**src/rtl/if_pkg.sv**
```systemverilog
// rtl/if_pkg.sv - shared types and constants for the fetch stage and its branch target buffer
package if_pkg;

  typedef struct packed {
    logic        valid;
    logic [29:0] tag;
    logic [29:0] target;
    logic [1:0]  ctr;
  } btb_entry_t;

  localparam logic [1:0]  CTR_WEAK_TAKEN   = 2'b10;
  localparam logic [31:0] DEFAULT_RESET_PC = 32'h0000_0000;

  function automatic logic [1:0] ctr_next(input logic [1:0] ctr, input logic taken);
    if (taken) return (ctr == 2'b11) ? 2'b11 : ctr + 2'b01;
    else       return (ctr == 2'b00) ? 2'b00 : ctr - 2'b01;
  endfunction

endpackage

```
**src/rtl/btb_table.sv**
```systemverilog
// rtl/btb_table.sv - fully associative BTB with 2-bit counters and FIFO replacement
module btb_table
  import if_pkg::*;
#(
  parameter int ENTRIES = 8
) (
  input  logic        clk,
  input  logic        rst,
  input  logic [29:0] lookup_tag,
  output logic        pred_taken,
  output logic [31:0] pred_target,
  input  logic        upd_valid,
  input  logic [29:0] upd_tag,
  input  logic [29:0] upd_target,
  input  logic        upd_taken
);

  localparam int PTR_W = (ENTRIES > 1) ? $clog2(ENTRIES) : 1;

  btb_entry_t             entries [ENTRIES];
  logic [PTR_W-1:0]       victim;

  logic                   lk_hit;
  logic [PTR_W-1:0]       lk_idx;
  logic                   up_hit;
  logic [PTR_W-1:0]       up_idx;

  // Allocation only happens on a miss, so at most one entry can match a tag.
  always_comb begin
    lk_hit = 1'b0;
    lk_idx = '0;
    up_hit = 1'b0;
    up_idx = '0;
    for (int i = 0; i < ENTRIES; i++) begin
      if (entries[i].valid && entries[i].tag == lookup_tag) begin
        lk_hit = 1'b1;
        lk_idx = PTR_W'(i);
      end
      if (entries[i].valid && entries[i].tag == upd_tag) begin
        up_hit = 1'b1;
        up_idx = PTR_W'(i);
      end
    end
  end

  assign pred_taken  = lk_hit & entries[lk_idx].ctr[1];
  assign pred_target = {entries[lk_idx].target, 2'b00};

  always_ff @(posedge clk or posedge rst) begin
    if (rst) begin
      for (int i = 0; i < ENTRIES; i++) begin
        entries[i].valid <= 1'b0;
      end
      victim <= '0;
    end else if (upd_valid) begin
      if (up_hit) begin
        entries[up_idx].ctr <= ctr_next(entries[up_idx].ctr, upd_taken);
        if (upd_taken) begin
          entries[up_idx].target <= upd_target;
        end
      end else if (upd_taken) begin
        entries[victim] <= '{valid: 1'b1, tag: upd_tag, target: upd_target, ctr: CTR_WEAK_TAKEN};
        victim          <= victim + 1'b1;
      end
    end
  end

endmodule

```
**src/rtl/if_fetch_btb.sv**
```systemverilog
// rtl/if_fetch_btb.sv - IF stage: fetch PC register, next-PC select and BTB prediction
module if_fetch_btb
  import if_pkg::*;
#(
  parameter int          BTB_ENTRIES = 8,
  parameter logic [31:0] RESET_PC    = DEFAULT_RESET_PC
) (
  input  logic        CLK,
  input  logic        CLR,
  input  logic        Stall,
  input  logic        Redirect,
  input  logic [31:0] Redirect_PC,
  input  logic        Upd_Valid,
  input  logic [31:0] Upd_PC,
  input  logic [31:0] Upd_Target,
  input  logic        Upd_Taken,
  input  logic [31:0] IMem_Data,
  output logic [31:0] IMem_Addr,
  output logic [31:0] PC,
  output logic [31:0] PC_plus_four,
  output logic [31:0] Instr,
  output logic        PredictJump
);

  logic [31:0] pc_q;
  logic [31:0] pc_next;
  logic [31:0] pred_target;
  logic        pred_taken;
  logic        unused_low_bits;

  btb_table #(
    .ENTRIES(BTB_ENTRIES)
  ) u_btb (
    .clk        (CLK),
    .rst        (CLR),
    .lookup_tag (pc_q[31:2]),
    .pred_taken (pred_taken),
    .pred_target(pred_target),
    .upd_valid  (Upd_Valid),
    .upd_tag    (Upd_PC[31:2]),
    .upd_target (Upd_Target[31:2]),
    .upd_taken  (Upd_Taken)
  );

  assign unused_low_bits = ^{Redirect_PC[1:0], Upd_PC[1:0], Upd_Target[1:0]};

  // An EX correction outranks a hazard stall; the stall outranks the prediction.
  always_comb begin
    pc_next = pc_q + 32'd4;
    if (Redirect)        pc_next = {Redirect_PC[31:2], 2'b00};
    else if (Stall)      pc_next = pc_q;
    else if (pred_taken) pc_next = pred_target;
  end

  always_ff @(posedge CLK or posedge CLR) begin
    if (CLR) pc_q <= {RESET_PC[31:2], 2'b00};
    else     pc_q <= pc_next;
  end

  assign PC           = pc_q;
  assign IMem_Addr    = pc_q;
  assign PC_plus_four = pc_q + 32'd4;
  assign Instr        = IMem_Data;
  assign PredictJump  = pred_taken;

endmodule

```
**config.mk**
```make
export PLATFORM = sky130hd
export DESIGN_NAME = if_fetch_btb
export DESIGN_NICKNAME = d
export VERILOG_FILES = /design/src/rtl/if_pkg.sv /design/src/rtl/btb_table.sv /design/src/rtl/if_fetch_btb.sv
export SDC_FILE = /design/constraint.sdc
export NUM_CORES = 2
export LEC_CHECK = 0
export ABC_AREA = 0
export CORE_UTILIZATION = 55
export DETAILED_ROUTE_END_ITERATION = 10
export HOLD_SLACK_MARGIN = 0.12
export PLACE_DENSITY = 0.74
export SLEW_MARGIN = 10
export SYNTH_ARGS = -nofsm -noshare
export SYNTH_HDL_FRONTEND = slang
export SYNTH_SLANG_ARGS = --single-unit
```
**constraint.sdc**
```tcl
create_clock -name CLK -period 7 [get_ports CLK]
set_input_delay 1.75 -clock CLK [delete_from_list [all_inputs] [get_ports CLK]]
set_output_delay 1.75 -clock CLK [all_outputs]
set_load 0.005 [all_outputs]
```
==> flow_summary.rst <==
.. list-table::
   :header-rows: 1

   * - Metric
     - Value
   * - Outcome
     - finished clean
   * - Required time at the endpoint of the critical path
     - 5.25 ns
   * - Cell area after technology mapping
     - 0.0316 mm²
   * - Final setup violation count
     - 0
   * - Power density of the placed cells
     - 264 mW/mm²
   * - GRT overflow
     - 0
   * - Data arrival time of the critical path
     - 5.21 ns
   * - Final-report max-slew violation count
     - 0
   * - Wire length of the first global-routing pass
     - 172000 µm
   * - Sum of routed wire segments on met1
     - 47900 µm
   * - Accumulated negative setup slack
     - 0 ns
   * - Initial Util
     - 55.8%
   * - Critical Path End Type
     - primary output
   * - Initial DRT Pass Iterations
     - 5
   * - Detailed Route Iter0 Violations
     - 3348
   * - Level count of the clock H-tree
     - 2
   * - Largest net degree at the start of global routing
     - 64
   * - Crit start category
     - flip-flop
   * - Half-perimeter wire length after placement
     - 85200 µm
   * - Fraction of layout instances using a drive strength above 1
     - 13.4%
   * - Detailed-route via count
     - 25000
   * - I/O pin count
     - 263
   * - Net count, final
     - 3160
   * - Avg Synthesized Cell Area
     - 11.1 µm²
   * - Mean number of vias per cell
     - 6.53
   * - Distinct cells, synth
     - 87
   * - Synthesized netlist cell count
     - 2850
   * - Transition time at the pin with the least slew margin
     - 1.29 ns
   * - Warning count from the yosys run
     - 0
   * - Number of flip-flops and latches in the synthesized netlist
     - 537
   * - Cell row count
     - 87
   * - Die Height
     - 242 µm
   * - Sum of internal, switching and leakage power
     - 9.73 mW
   * - Primary flip-flop cell chosen by synthesis mapping
     - sky130_fd_sc_hd__edfxtp_1
   * - Storage element area
     - 0.0159 mm²
   * - Complex-gate fraction of the synthesized area
     - 5.22%
   * - Detailed Route WL
     - 121000 µm
   * - DRC errors left
     - 0
   * - TritonCTS buffer count
     - 60
   * - Simple-Gate Fraction of Synth Area
     - 20.9%
   * - Maximum number of buffers from clock root to sink
     - 3
   * - Post-Synth XOR/XNOR Area
     - 14.0%
   * - Achievable clock frequency
     - 144 MHz
   * - Worst IR Drop VDD
     - 0.000200 V
   * - Metal3 WL
     - 14700 µm
   * - CTS tree
     - done
   * - Adder-cell share of the synthesized area
     - 0.151%
   * - Total GRT Usage
     - 40.9%
   * - Number of synthesized flops with an enable pin
     - 496
   * - Top routing layer in use
     - met4
   * - Final routed wire length divided by cell count
     - 31.5 µm
   * - Post-layout instance count excluding filler cells
     - 3832
   * - Maximum capacitance violations
     - 0
   * - Die area
     - 0.0584 mm²
   * - Cell chosen for the clock root
     - sky130_fd_sc_hd__clkbuf_16
   * - RSZ-0062 raised after global routing
     - no
   * - Clk_lat worst skew
     - 0.64 ns
   * - Filler cell count in the final layout
     - 4450
   * - Crit-path max FO
     - 14
   * - Ys async rst share
     - 7.64%
   * - Multiplexer area fraction after synthesis
     - 4.00%
   * - Core area
     - 0.0566 mm²
   * - Critical path class
     - reg2out
   * - Met2 Wirelength
     - 52300 µm
   * - Sequential-to-total area share from yosys stat
     - 50.4%
   * - Largest family of logic cells by synthesized area
     - simple AND/OR/NAND/NOR gates
   * - Headroom to the max-slew limit
     - 13.5%
   * - Post-route ant nets
     - 0
   * - Leakage power
     - 12.7 nW
   * - Clock tree sinks
     - 537
   * - Clock Skews
     - 0.0178 ns
   * - Hold/Removal Path Class
     - reg2reg
   * - Placed Instances
     - 3718
   * - Horizontal extent of the die
     - 242 µm
   * - Min Tclk post-route
     - 6.96 ns
   * - Area of the multi-input gates
     - 0.0142 mm²
   * - Final number of hold-violating endpoints
     - 0
   * - Via count of the first global-routing pass
     - 24200
   * - Post-synthesis to final-layout area growth
     - 16.5%
   * - Period Utilization, post-route
     - 99.4%
   * - Clock slew at the register clock pins of the worst setup and hold paths
     - 0.06 ns
   * - Antenna violations before repair
     - 2
   * - Count of input and output buffers
     - 186
   * - Final weighted congestion in routability-driven placement
     - 1.05
worst paths after layout:
kind                               startpoint            endpoint  slack (ns)  cells after the start
min                        u_btb.entries[440]  u_btb.entries[440]        0.61                      1
min reg2reg                u_btb.entries[440]  u_btb.entries[440]        0.61                      1
max in group asynchronous                 CLR        IMem_Addr[4]        4.80                      3
max                              IMem_Addr[6]         PredictJump        0.04                     10
min in group asynchronous                 CLR        IMem_Addr[5]        1.66                      3
max reg2reg                      IMem_Addr[6]        IMem_Addr[8]        1.27                     11
routing by layer:
metal	vias to the layer above	global-route usage, %
li1	10500	-
met1	12400	56.5
met2	1785	61.0
met3	342	10.1
met4	0	18.1
met5	-	0
critical path: stages, from the launching register on:
cell	delay (ns)
sky130_fd_sc_hd__dfrtp_1	0.87
sky130_fd_sc_hd__xor2_1	0.18
sky130_fd_sc_hd__or4_1	0.59
sky130_fd_sc_hd__nor4_1	0.52
sky130_fd_sc_hd__nand4_1	0.47
sky130_fd_sc_hd__nand2_1	0.39
sky130_fd_sc_hd__o21ai_4	0.24
sky130_fd_sc_hd__mux2i_1	0.21
sky130_fd_sc_hd__o32ai_1	0.30
sky130_fd_sc_hd__a41o_1	0.26
sky130_fd_sc_hd__clkdlybuf4s50_1	0.54
through the flow:
step / utilization [%] / hold WS [ns] / worst slack [ns] / instance area, µm²
floorplan: - / 0.499 / 0.736 / 31600
global placement: 61.4 / 0.560 / 0.688 / 34800
detailed placement: 61.4 / 0.573 / 0.604 / 34800
CTS: 65.0 / 0.589 / 0.132 / 36800
global route: 65.0 / 0.620 / 0.0265 / 36800
finish: 65.0 / 0.606 / 0.0412 / 36800
flip-flops by register name, indices dropped and copies added (netlist names):
name	count
u_btb.victim	3
u_btb.entries	504
IMem_Addr	30
Yosys cell counts, types with 35 or more instances:
cell                         n  share of area, %
sky130_fd_sc_hd__nor4_1     50              0.99
sky130_fd_sc_hd__xor2_1     56               1.6
sky130_fd_sc_hd__dfrtp_1    41               3.2
sky130_fd_sc_hd__clkbuf_1  104               1.2
sky130_fd_sc_hd__buf_2      53              0.84
sky130_fd_sc_hd__xnor2_1   445                12
sky130_fd_sc_hd__mux2_2     65               2.3
sky130_fd_sc_hd__nor2_1    111               1.3
sky130_fd_sc_hd__inv_1      35              0.42
sky130_fd_sc_hd__edfxtp_1  496                47
sky130_fd_sc_hd__and2_1    380               7.5
sky130_fd_sc_hd__buf_4      78               1.9
sky130_fd_sc_hd__mux2i_1    52               1.6
sky130_fd_sc_hd__nand2_1   127               1.5
sky130_fd_sc_hd__a21oi_1    71               1.1
sky130_fd_sc_hd__and3_1     87               1.7
sky130_fd_sc_hd__nand3_1    53              0.84
sky130_fd_sc_hd__nand4_1   200               4.0
logic make-up (layout without fill, tap and decap cells):
kind of cell / count (synthesis) / after routing
AO/OA/AOI/OAI: 246 / 246
adder cells (fa/ha/maj): 4 / 4
buffers and inverters: 305 / 522
multiplexers: 118 / 118
flip-flops: 537 / 537
other: 1 / 10
AND/OR/NAND/NOR: 1136 / 1136
XOR/XNOR: 503 / 503
final cells by class:
| type | instances | area share (%) |
|---|---|---|
| Multi-Input combinational cell | 2013 | 38.5 |
| Antenna cell | 4 | 0.0272 |
| Tap cell | 756 | 2.57 |
| Sequential cell | 537 | 43.3 |
| Timing Repair Buffer | 373 | 9.78 |
| Inverter | 39 | 0.398 |
| Clock buffer | 70 | 4.24 |
| Clock inverter | 40 | 1.18 |
where the power goes:
group / internal (mW) / leakage [nW] / switching, mW / total (mW)
Combinational: 0.928 / 6.75 / 1.48 / 2.41
Clock: 1.88 / 0.968 / 1.37 / 3.25
Sequential: 3.83 / 5.02 / 0.235 / 4.06
timing repair:
action,in CTS,in global routing
resized for setup,0,2
endpoints found under the hold margin,0,0
hold buffers,0,0
setup endpoints to repair,0,1
setup buffers,0,0
layout by cell type, fill, tap and decap left out, types with 24 or more instances in the layout:
master	netlist	routed
sky130_fd_sc_hd__buf_12	0	27
sky130_fd_sc_hd__clkbuf_16	0	61
sky130_fd_sc_hd__nand2_1	127	127
sky130_fd_sc_hd__clkdlybuf4s50_1	0	185
sky130_fd_sc_hd__edfxtp_1	496	496
sky130_fd_sc_hd__nor4_1	50	47
sky130_fd_sc_hd__dfrtp_1	41	39
sky130_fd_sc_hd__buf_4	78	160
sky130_fd_sc_hd__xor2_1	56	56
sky130_fd_sc_hd__and3_1	87	87
sky130_fd_sc_hd__o21ai_0	28	24
sky130_fd_sc_hd__nand3_1	53	53
sky130_fd_sc_hd__xnor2_1	445	445
sky130_fd_sc_hd__and2_1	380	380
sky130_fd_sc_hd__a21oi_1	71	69
sky130_fd_sc_hd__nand4_1	200	200
sky130_fd_sc_hd__mux2_2	65	65
sky130_fd_sc_hd__inv_1	35	34
sky130_fd_sc_hd__mux2i_1	52	52
sky130_fd_sc_hd__nor2_1	111	103
(Power assumes the default switching activity.)
